==> config.mk <==
export PLATFORM = sky130hd
export DESIGN_NAME = tty_serial_tx
export DESIGN_NICKNAME = d
export VERILOG_FILES = /design/src/rtl/tty_serial_tx.sv
export SDC_FILE = /design/constraint.sdc
export NUM_CORES = 1
export LEC_CHECK = 0
export ABC_AREA = 1
export ABC_CLOCK_PERIOD_IN_PS = 1400
export BUFFER_PORTS_ARGS = -buffer_cell sky130_fd_sc_hd__buf_4
export CAP_MARGIN = 10
export CORE_MARGIN = 3
export CORE_UTILIZATION = 50
export DETAILED_ROUTE_END_ITERATION = 8
export HOLD_SLACK_MARGIN = 0.02
export PLACE_DENSITY = 0.7
export SYNTH_ARGS = -nofsm -noshare
export SYNTH_HDL_FRONTEND = slang
export SYNTH_SLANG_ARGS = --single-unit
==> constraint.sdc <==
create_clock -name clk -period 1.4 [get_ports clk]
set_input_delay 0.14 -clock clk [delete_from_list [all_inputs] [get_ports clk]]
set_output_delay 0.14 -clock clk [all_outputs]
set_load 0.1 [all_outputs]
==> src/rtl/tty_serial_tx.sv <==
// Teletype-style async serial transmitter: start bit, 8 data bits LSB first, STOP_BITS stop bits,
// clocked by rising edges of an oversampled baud clock. Define TTY_TX_PARITY_EN to send even parity as bit 7.
module tty_serial_tx #(
    parameter int STOP_BITS     = 2,
    parameter int TICKS_PER_BIT = 8
) (
    input  logic       clk,
    input  logic       rst,
    input  logic       baud_clk,
    input  logic [7:0] data,
    input  logic       load,
    input  logic       flag_clr,
    output logic       serial,
    output logic       busy,
    output logic       flag
);

    localparam int SW = $clog2(TICKS_PER_BIT);
    localparam logic [SW-1:0] SUB_LAST  = SW'(TICKS_PER_BIT - 1);
    localparam logic [SW-1:0] SUB_ONE   = SW'(1);
    localparam logic          STOP_LAST = 1'(STOP_BITS - 1);

    typedef enum logic [2:0] {
        S_IDLE  = 3'd0,
        S_WAIT  = 3'd1,
        S_START = 3'd2,
        S_DATA  = 3'd3,
        S_STOP  = 3'd4
    } state_t;

    // Character actually shifted out; bit 7 optionally replaced by even parity of the low seven bits.
    function automatic logic [7:0] frame_byte(input logic [7:0] d);
`ifdef TTY_TX_PARITY_EN
        frame_byte = {^d[6:0], d[6:0]};
`else
        frame_byte = d;
`endif
    endfunction

    state_t          r_state;
    logic [SW-1:0]   r_sub;
    logic [2:0]      r_bitcnt;
    logic            r_stopcnt;
    logic [7:0]      r_shift;
    logic            r_baud_q;
    logic            r_serial;
    logic            r_busy;
    logic            r_flag;
    logic            w_tick;
    logic            w_cell_end;

    assign w_tick     = baud_clk & ~r_baud_q;
    assign w_cell_end = w_tick & (r_sub == SUB_LAST);

    assign serial = r_serial;
    assign busy   = r_busy;
    assign flag   = r_flag;

    // Framing FSM; flag_clr is applied first so a frame-end set on the same edge overrides it.
    always_ff @(posedge clk) begin
        if (rst) begin
            r_state   <= S_IDLE;
            r_sub     <= '0;
            r_bitcnt  <= 3'd0;
            r_stopcnt <= 1'b0;
            r_shift   <= 8'd0;
            r_baud_q  <= 1'b0;
            r_serial  <= 1'b1;
            r_busy    <= 1'b0;
            r_flag    <= 1'b0;
        end else begin
            r_baud_q <= baud_clk;
            if (flag_clr) begin
                r_flag <= 1'b0;
            end
            case (r_state)
                S_IDLE: begin
                    r_serial <= 1'b1;
                    if (load) begin
                        r_shift <= frame_byte(data);
                        r_busy  <= 1'b1;
                        r_flag  <= 1'b0;
                        r_state <= S_WAIT;
                    end
                end
                S_WAIT: begin
                    if (w_tick) begin
                        r_serial <= 1'b0;
                        r_sub    <= '0;
                        r_state  <= S_START;
                    end
                end
                S_START: begin
                    if (w_cell_end) begin
                        r_sub    <= '0;
                        r_serial <= r_shift[0];
                        r_shift  <= {1'b0, r_shift[7:1]};
                        r_bitcnt <= 3'd0;
                        r_state  <= S_DATA;
                    end else if (w_tick) begin
                        r_sub <= r_sub + SUB_ONE;
                    end
                end
                S_DATA: begin
                    if (w_cell_end) begin
                        r_sub <= '0;
                        if (r_bitcnt == 3'd7) begin
                            r_serial  <= 1'b1;
                            r_stopcnt <= 1'b0;
                            r_state   <= S_STOP;
                        end else begin
                            r_bitcnt <= r_bitcnt + 3'd1;
                            r_serial <= r_shift[0];
                            r_shift  <= {1'b0, r_shift[7:1]};
                        end
                    end else if (w_tick) begin
                        r_sub <= r_sub + SUB_ONE;
                    end
                end
                S_STOP: begin
                    r_serial <= 1'b1;
                    if (w_cell_end) begin
                        r_sub <= '0;
                        if (r_stopcnt == STOP_LAST) begin
                            r_busy  <= 1'b0;
                            r_flag  <= 1'b1;
                            r_state <= S_IDLE;
                        end else begin
                            r_stopcnt <= r_stopcnt + 1'b1;
                        end
                    end else if (w_tick) begin
                        r_sub <= r_sub + SUB_ONE;
                    end
                end
                default: begin
                    r_serial <= 1'b1;
                    r_busy   <= 1'b0;
                    r_state  <= S_IDLE;
                end
            endcase
        end
    end

endmodule
; Word level (Yosys, flattened, before mapping)
; Cells that the tools add are included.
[totals]
regBits = 22
in_bits = 13
out_inout_bits = 3
wordCells = 85
[classes]
n_addsub = 3
n_eq_ne = 15
mux = 40
bitwise = 4
reduce_logical = 14
[op_table]
columns = cell, n
row1 = two-way mux 3 bit, 13
row2 = two-way mux 8 bit, 4
row3 = one-hot mux 8 bit (3 select lines), 1
row4 = "!= test 2 bit, second input constant", 8
row5 = two-way mux 1 bit, 15
row6 = one-hot mux 3 bit (5 select lines), 1
row7 = one-hot mux 3 bit (2 select lines), 2
row8 = AND reduction 4 bit, 3
row9 = "== test 3 bit, second input constant", 3
row10 = AND reduction 7 bit, 1
row11 = "adder 3 x 1 -> 3 bit, second input constant", 2
row12 = "== test 3 x 2 -> 1 bit, second input constant", 2
row13 = one-hot mux 1 bit (3 select lines), 2
row14 = AND reduction 3 bit, 2
row15 = nonzero test 2 bit, 3
row16 = OR reduction 3 bit, 2
row17 = AND reduction 5 bit, 1
row18 = one-hot mux 1 bit (2 select lines), 2
row19 = "== test 3 x 1 -> 1 bit, second input constant", 1
row20 = logical NOT 3 bit, 1
row21 = "!= test 3 x 1 -> 1 bit, second input constant", 1
row22 = nonzero test 3 bit, 1
row23 = bitwise AND 1 bit, 2
row24 = inverter 1 bit, 2
row25 = "adder 1 bit, second input constant", 1

; Depth between registers and ports, before layout
; Gate-level depths: netlist of the first run.
[logic_depth]
ltp_word = 5
ltp_mapped = 11
ltp_nobuf = 10

; Worst setup path before layout of the first run
; OpenSTA, ideal clock, no wires.
[synth_timing]
kind = reg-to-reg
from = register r_sub[0]
to = register r_shift[2]
setup_time_ps = 113
arrival_ps = 1408
path_slack_ps = -120
path_stages_with_launch = 11
period_less_slack_ps = 1520
path_cell_list = dfxtp_1 ha_1 ha_1 nand3_1 nand2_1 inv_2 nor2_4 buf_6 nand3_1 nand2_1 nor2_1
[synth_via]
elab_chain_len = 4
word_cells_on_any_way = 5
cone_classes = eq/ne (3) / bitwise (1) / reduce/logical (1)
[synth_lines]
columns = item, line_no
row1 = "start, declared", 41  ; logic [SW-1:0] r_sub;
row2 = "start signal, assigned", 101  ; r_sub <= r_sub + SUB_ONE;
row3 = "start signal, assigned", 117  ; r_sub <= r_sub + SUB_ONE;
row4 = "start signal, assigned", 132  ; r_sub <= r_sub + SUB_ONE;
row5 = == test 3 bit *, 53  ; assign w_cell_end = w_tick & (r_sub == SUB_LAST);
row6 = bitwise AND 1 bit *, 53
row7 = != test 2 bit (no source line), n/a
row8 = AND reduction 5 bit (no source line) *, n/a
row9 = "end signal, assigned", 80  ; r_shift <= frame_byte(data);
row10 = "end signal, assigned", 97  ; r_shift <= {1'b0, r_shift[7:1]};
row11 = "end signal, assigned", 114  ; r_shift <= {1'b0, r_shift[7:1]};
row12 = "end, declared", 44  ; logic [7:0] r_shift;
; Every way passes the cells marked *; elsewhere a longest branch is shown, timed or not.
; A chain may end at the register's enable or synchronous reset.

; Worst setup path after layout of the first run
[layout_timing]
from = register r_sub[1]
to = register r_shift[1]
; The elaborated chain is that of the path after synthesis.

==> impl_results.md, run 1 <==
- Max_cap viols: 0
- Worst-path cell chain: ha_4, ha_4, nand3_4, nand2_4, inv_4, nor2_4, buf_12, nand3_4, nand2_2, nor2_2
- Syn Std Cell Area: 0.00117 mm²
- Async set or reset register ratio after synthesis: 0
- Avg Cell Area, Syn: 6.74 µm²
- Die H: 54.4 µm
- Die Area: approximately 0.0030 mm²
- Drt pass-1 iters: 5
- Initial antenna violation count: 0
- Sequential cell area: roughly 450 µm²
- Register bit count reported by yosys: 22
- CTS tree: yes
- Post-synth cell types: 19
- Vias: 1190
- Final WS setup: -75.7 ps
- RR Startpoint: r_sub[1]
- Hold Path Class: input pin to flip-flop
- Root Buffer: clkbuf_4
- CTS sink count: 22
- CTS Hold Bufs: 0
- Sequential-to-total area share from yosys stat: 0.376
- Non-filler cells, final: ~230
- HP Start: rst
- DRC: 0
- Core area: approximately 0.0021 mm²
- Number of global-route vias before repair: 1067
- Area grow syn2layout: 41.4%
- Cell count after placement: 222
- RSZ-0062 raised after global routing: yes
- Leakage power figure: 0.750 nW
- Syn. warnings: 0
- Final min period: 1480 ps
- Synth Area in Compound Gates: 0.0939
- Cells after Synth: 174
- Final Max Slew Viols: 0
- Synth area leader: dfxtp_1
- Logic pwr share: 0.578
- Slew margin rel.: 0.607
- Max stage delay on crit path: 380 ps
- Worst-Margin Slew: 583 ps
- Status: finished, violations left
- Ranking of synthesized cells by area: dfxtp_1 (38%), nand2_1 (16%), nor2_1 (9.9%)
- Yosys top cell area share: 0.376
- Placed Area: between 0.001 and 0.0015 mm²
- Crit path kind: flip-flop to flip-flop
- H-tree levels: 1
- Failing checks: negative setup slack
- Fin Hold WS: 42.1 ps
- CP delay by family, top: simple AND/OR/NAND/NOR gates
- PD cells: 1800 mW/mm²
- Diodes inserted: 0
- Final layout net count: approximately 220
- Worst-path clk slew: 130 ps
- Final period utilization: 1.05
- Slowest CP cell: dfxtp_2
- Share of cells above drive strength 1: 0.368
- Post-synth EDFFs: 0
- Setup crit start kind: flip-flop
- Syn Nets: about 190
- Clock share of power: 0.124
- Bufs and invs on worst path: 2
- Skew final: 2.69 ps
- Routed vias/inst: 5.15
- Antenna viol nets, final: 0
- Row count: 16
- Fmax achieved: around 680 MHz
- Worst VDD drop: approximately 1300 µV
- Grt total ovfl: 0
- Worst-Skew Late Latency: between 300 and 400 ps
- # IOs: 16
- Post-detail-place hpwl: 1890 µm
- Routed WL: 2900 µm
- Deepest clock path buffer count: 2
- CTS buffer count: 3
- WL per Instance: 12.6 µm
- Initial Utilization: 0.563
- Final Util: 0.796
- Adder-Cell Fraction of Synth Area: 0.0427
- Crit path capture type: flip-flop
- Final Cell Area: 0.00166 mm²
- Largest family of logic cells by synthesized area: simple AND/OR/NAND/NOR gates
- Total Routing Usage GR: 0.211
- Internal: between 1.5 and 2 mW
- Setup crit start: r_sub[1]
- Final setup violation count: 12
- Filler instances: 140
- Multi-input logic area: 791 µm²
- Die Span X: around 54 µm
- Mux cell area share after synthesis: 0
- CP Data Required Time: between 1500 and 2000 ps
- RD Place Congestion: 0.871
- Xor and xnor area share after synthesis: 0
- Sw Ratio: 0.452
- Post-Synth Simple-Gate Area: 0.394
- First-pass GRT wire length: 4500 µm
- Total negative slack: -608 ps
- Crit path DAT: around 1700 ps
- Buffers on Ports: 15
- Largest net degree at the start of global routing: 13
- Sequential power share: 0.299
- Worst Path Max Fanout: 8
- Sw Pwr: 1.35 mW
- Final Hold Fails: 0
- Primary FF master, synth: dfxtp_1
- First DRT Iteration DRCs: 15
sequential cells by signal (all words and copies together), names as in the netlist:
signal / flops
r_state: 3
busy: 1
r_bitcnt: 3
serial: 1
r_sub: 3
r_stopcnt: 1
r_baud_q: 1
r_shift: 8
flag: 1
synth_stat cells, types with 2 or more instances:
cell type / count
ha_1: 4
inv_2: 3
nand3_2: 3
dfxtp_1: 22
nand3_1: 15
nand2_1: 50
nor2_1: 31
a21oi_1: 11
nand3b_1: 3
o21ai_0: 6
nand2_2: 2
inv_1: 15
buf_6: 3
stage by stage:
stage / power, mW / setup slack, ps
finish: 2.99 / -75.7
global placement: 2.21 / -15.6
global route: 3.21 / -154
floorplan: 1.92 / 6.02
CTS: 2.81 / -60.5
detailed placement: 2.24 / -63.4
worst reg2reg max path, stage by stage, from the launching register on:
cell and delay [ps]:
dfxtp_2 380, ha_4 140, ha_4 130, nand3_4 120
nand2_4 100, inv_4 40, nor2_4 160, buf_12 140
nand3_4 60, nand2_2 70, nor2_2 40
routing by layer:
layer	GRT usage	vias to the layer above	share of wire
met5	0	-	0
met4	0.0747	0	0.029
met3	0.0327	9	0.041
met2	0.363	28	0.46
met1	0.265	541	0.47
li1	-	612	-
power groups by stage:
stage | Clock, mW | Combinational [mW] | Sequential (mW)
floorplan | 0 | 0.926 | 0.993
global placement | 0 | 1.33 | 0.878
detailed placement | 0 | 1.36 | 0.880
CTS | 0.370 | 1.57 | 0.878
global route | 0.398 | 1.90 | 0.908
finish | 0.371 | 1.73 | 0.893
layout by cell type, fill, tap and decap left out, drive strengths merged:
master / instances
nand2: 52
ha: 4
o21ai: 6
nor2: 33
clkbuf: 4
nand3b: 3
dfxtp: 22
nand3: 18
buf: 31
a21oi: 13
inv: 18
path summary, 6_finish.rpt:
check	end	slack, ps	depth (start not counted)
max reg2reg	r_shift[1]	-80	10
max	r_shift[1]	-80	10
min reg2reg	r_shift[4]	490	2
min	r_bitcnt[1]	40	2
timing repair:
action                                 CTS  global route
cloned                                   1             0
gates resized for setup                 14            25
setup endpoints to repair               14            18
buffers inserted                         2             3
endpoints found under the hold margin    0             0
pin swaps                                4            15
kinds of logic after synthesis:
group | after synthesis
compound gates | 19
fa+ha+maj | 4
buf+inv | 23
flops | 22
simple gates | 106
final cells by class:
cell class,count,area share
clock buffers,4,0.0219
inverters,18,0.0453
multi-input cells,129,0.477
flip-flops and latches,22,0.272
well taps,27,0.0204
repair buffers,31,0.163
Power figures use the tool's default switching activity.
==> run 2: changes to the inputs <==
--- a/config.mk
+++ b/config.mk
@@ -13,7 +13,7 @@
 export CORE_UTILIZATION = 50
 export DETAILED_ROUTE_END_ITERATION = 8
 export HOLD_SLACK_MARGIN = 0.02
-export PLACE_DENSITY = 0.7
+export PLACE_DENSITY = 0.79
 export SYNTH_ARGS = -nofsm -noshare
 export SYNTH_HDL_FRONTEND = slang
 export SYNTH_SLANG_ARGS = --single-unit
==> run 2 against run 1 <==
  * The run still ends with negative setup slack left
  * Global-route usage decreased by 0.42 points
  * Cell count unchanged
  * Critical endpoint is now r_shift[6]
  * Utilization decreased by 2.2 points
  * Critical path depth unchanged
  * Largest power group unchanged
  * Clock power decreased by 6.5%
  * First-iteration DRC count increased by 20%
  * Maximum frequency decreased by 1.2%
  * Clock-buffer cell count unchanged
  * Via count about the same
  * Sequential power decreased by 1%
  * Non-clock buffer count unchanged
==> impl_results.md, run 2 (synthesized netlist as in run 1, its figures left out) <==
- Status: finished, violations left (unchanged)
- Failing checks: negative setup slack (unchanged)
- First DRT Iteration DRCs: 18 (was 15)
- Root Buffer: clkbuf_4 (unchanged)
- Routed WL: 2770 µm (was 2900 µm)
- Worst-Skew Late Latency: 310 ps (was 320 ps)
- Worst-Margin Slew: 444 ps (was 583 ps)
- Max reg flops: 8 (unchanged)
- CTS Hold Bufs: 0 (unchanged)
- Final min period: 1490 ps (was 1480 ps)
- Worst-path clk slew: 120 ps (was 130 ps)
- Diodes inserted: 0 (unchanged)
- Filler instances: 158 (was 140)
- Die H: 54.4 µm (unchanged)
- Max stage delay on crit path: 370 ps (was 380 ps)
- Final setup violation count: 14 (was 12)
- Die Span X: 54.4 µm (unchanged)
- Initial antenna violation count: 0 (unchanged)
- First-pass GRT wire length: 4490 µm (was 4500 µm)
- Routed vias/inst: 5.15 (about the same)
- Post-detail-place hpwl: 1940 µm (was 1890 µm)
- RD Place Congestion: 0.855 (was 0.871)
- Buffers on Ports: 15 (unchanged)
- Sequential cell area: 449 µm² (was 452 µm²)
- H-tree levels: 1 (unchanged)
- Setup crit start kind: flip-flop (unchanged)
- RSZ-0062 raised after global routing: yes (unchanged)
- WL per Instance: 12.0 µm (was 12.6 µm)
- Final WS setup: -94.2 ps (was -75.7 ps)
- Total negative slack: -700 ps (was -608 ps)
- Leakage power figure: 0.737 nW (was 0.750 nW)
- Grt total ovfl: 0 (unchanged)
- Final Max Slew Viols: 0 (unchanged)
- Vias: 1189 (was 1190)
- Skew final: 4.94 ps (was 2.69 ps)
- Crit path capture type: flip-flop (unchanged)
- Antenna viol nets, final: 0 (unchanged)
- CTS tree: yes (unchanged)
- Bufs and invs on worst path: 2 (unchanged)
- Cell mode on critical path: ha_4
- Deepest clock path buffer count: 2 (unchanged)
- CP delay by family, top: simple AND/OR/NAND/NOR gates (unchanged)
- Drt pass-1 iters: 4 (was 5)
- Final Hold Fails: 0 (unchanged)
- Most frequent cells in the layout: nand2_1 (48), nor2_1 (29), buf_4 (27) (was nand2_1 (44), nor2_1 (28), buf_4 (28))
- # IOs: 16 (unchanged)
- Crit path DAT: 1710 ps (about the same)
- Worst Path Max Fanout: 8 (unchanged)
- Worst-path cell chain: ha_4, ha_4, nand3_4, nand2_4, inv_4, nor2_4, buf_12, nand3_1, nand2_1, nor2_1 (was ha_4, ha_4, nand3_4, nand2_4, inv_4, nor2_4, buf_12, nand3_4, nand2_2, nor2_2)
- Post-place setup slack: -89.0 ps (was -63.4 ps)
- Row count: 16 (unchanged)
- Worst VDD drop: 1310 µV (was 1280 µV)
- Biggest register: r_shift (unchanged)
- Final layout net count: 222 (unchanged)
- Die Area: 0.00296 mm² (unchanged)
- Share of cells above drive strength 1: 0.348 (was 0.368)
- Multi-input logic area: 744 µm² (was 791 µm²)
- CP Data Required Time: 1610 ps (was 1630 ps)
- Max_cap viols: 0 (unchanged)
- DRC: 0 (unchanged)
- Number of global-route vias before repair: 1102 (was 1067)
- Hold Path Class: input pin to flip-flop (unchanged)
- Slew margin rel.: 0.704 (was 0.607)
- Core area: 0.00208 mm² (unchanged)
- Initial Utilization: 0.563 (unchanged)
- Crit path kind: flip-flop to flip-flop (unchanged)
- Commonest non-fill, non-tap cell in the layout: nand2_1 (unchanged)
- Final period utilization: 1.07 (was 1.05)
- CTS buffer count: 3 (unchanged)
- Largest net degree at the start of global routing: 16 (was 13)
- Area grow syn2layout: 37.6% (was 41.4%)
- Fmax achieved: 669 MHz (was 678 MHz)
- Total Routing Usage GR: 0.207 (was 0.211)
- CTS sink count: 22 (unchanged)
- PD cells: 1830 mW/mm² (was 1800 mW/mm²)
- Slowest CP cell: dfxtp_2 (unchanged)
- Fin Hold WS: 42.8 ps (was 42.1 ps)
==> run 2: cell types whose count changed in the layout (fill, tap and decap cells not counted), moves of 2 or more <==
| cell | change |
|---|---|
| nand2_2 | -3 |
| nand3_4 | -3 |
| nand2_1 | +4 |
| nand3_1 | -2 |
| nand3_2 | +5 |
| buf_12 | -2 |
==> run 2: worst register-to-register path: cells and delay by family, from the launching register on <==
family / cells / cell delay [ps]
simple gates: 6 / 570
flops: 1 / 370
buf+inv: 2 / 190
fa+ha+maj: 2 / 270
==> run 2: power breakdown <==
group | switching, mW | total [mW] | internal [mW]
registers | 0.108 | 0.884 | 0.777
logic | 0.979 | 1.71 | 0.735
clock network | 0.188 | 0.347 | 0.159
==> run 2: worst paths after layout <==
| check | slack, ps | endpoint | start | cells past startpoint |
|---|---|---|---|---|
| setup / recovery | -90 | r_shift[6] | r_sub[1] | 10 |
| hold / removal | 40 | r_sub[1] | rst | 2 |
| setup reg to reg | -90 | r_shift[6] | r_sub[1] | 10 |
| hold reg to reg | 490 | busy | busy | 2 |
==> run 2: area by class of cell <==
type	instances	share of cell area
clock buffers	4	0.0225
flip-flops and latches	22	0.279
well taps	27	0.0209
inverters	18	0.0450
repair buffers	31	0.171
multi-input cells	129	0.462
==> run 2: stage by stage <==
stage / power, mW / cell area [µm²] / utilization / cells
floorplan: 1.92 / 1210 / - / 174
CTS: 2.83 / 1560 / 0.749 / 230
detailed placement: 2.30 / 1430 / 0.686 / 225
finish: 2.94 / 1610 / 0.775 / 231
global placement: 2.25 / 1430 / 0.686 / 225
global route: 3.17 / 1610 / 0.775 / 231
==> run 2: what timing repair did <==
item	4_1_cts	5_1_grt
setup buffers	0	1
gates resized for setup	18	13
setup endpoints to repair	16	18
cloned	1	0
pin swaps	4	5
==> run 2: per-layer routing <==
layer / share of wire / routed length, µm / global-route usage / vias to the layer above
met1: 0.41 / 1140 / 0.226 / 548
met4: 0.0090 / 25 / 0.0581 / 0
met3: 0.044 / 123 / 0.0354 / 4
met5: 0 / 0 / 0 / -
met2: 0.54 / 1490 / 0.400 / 31
li1: - / - / - / 606
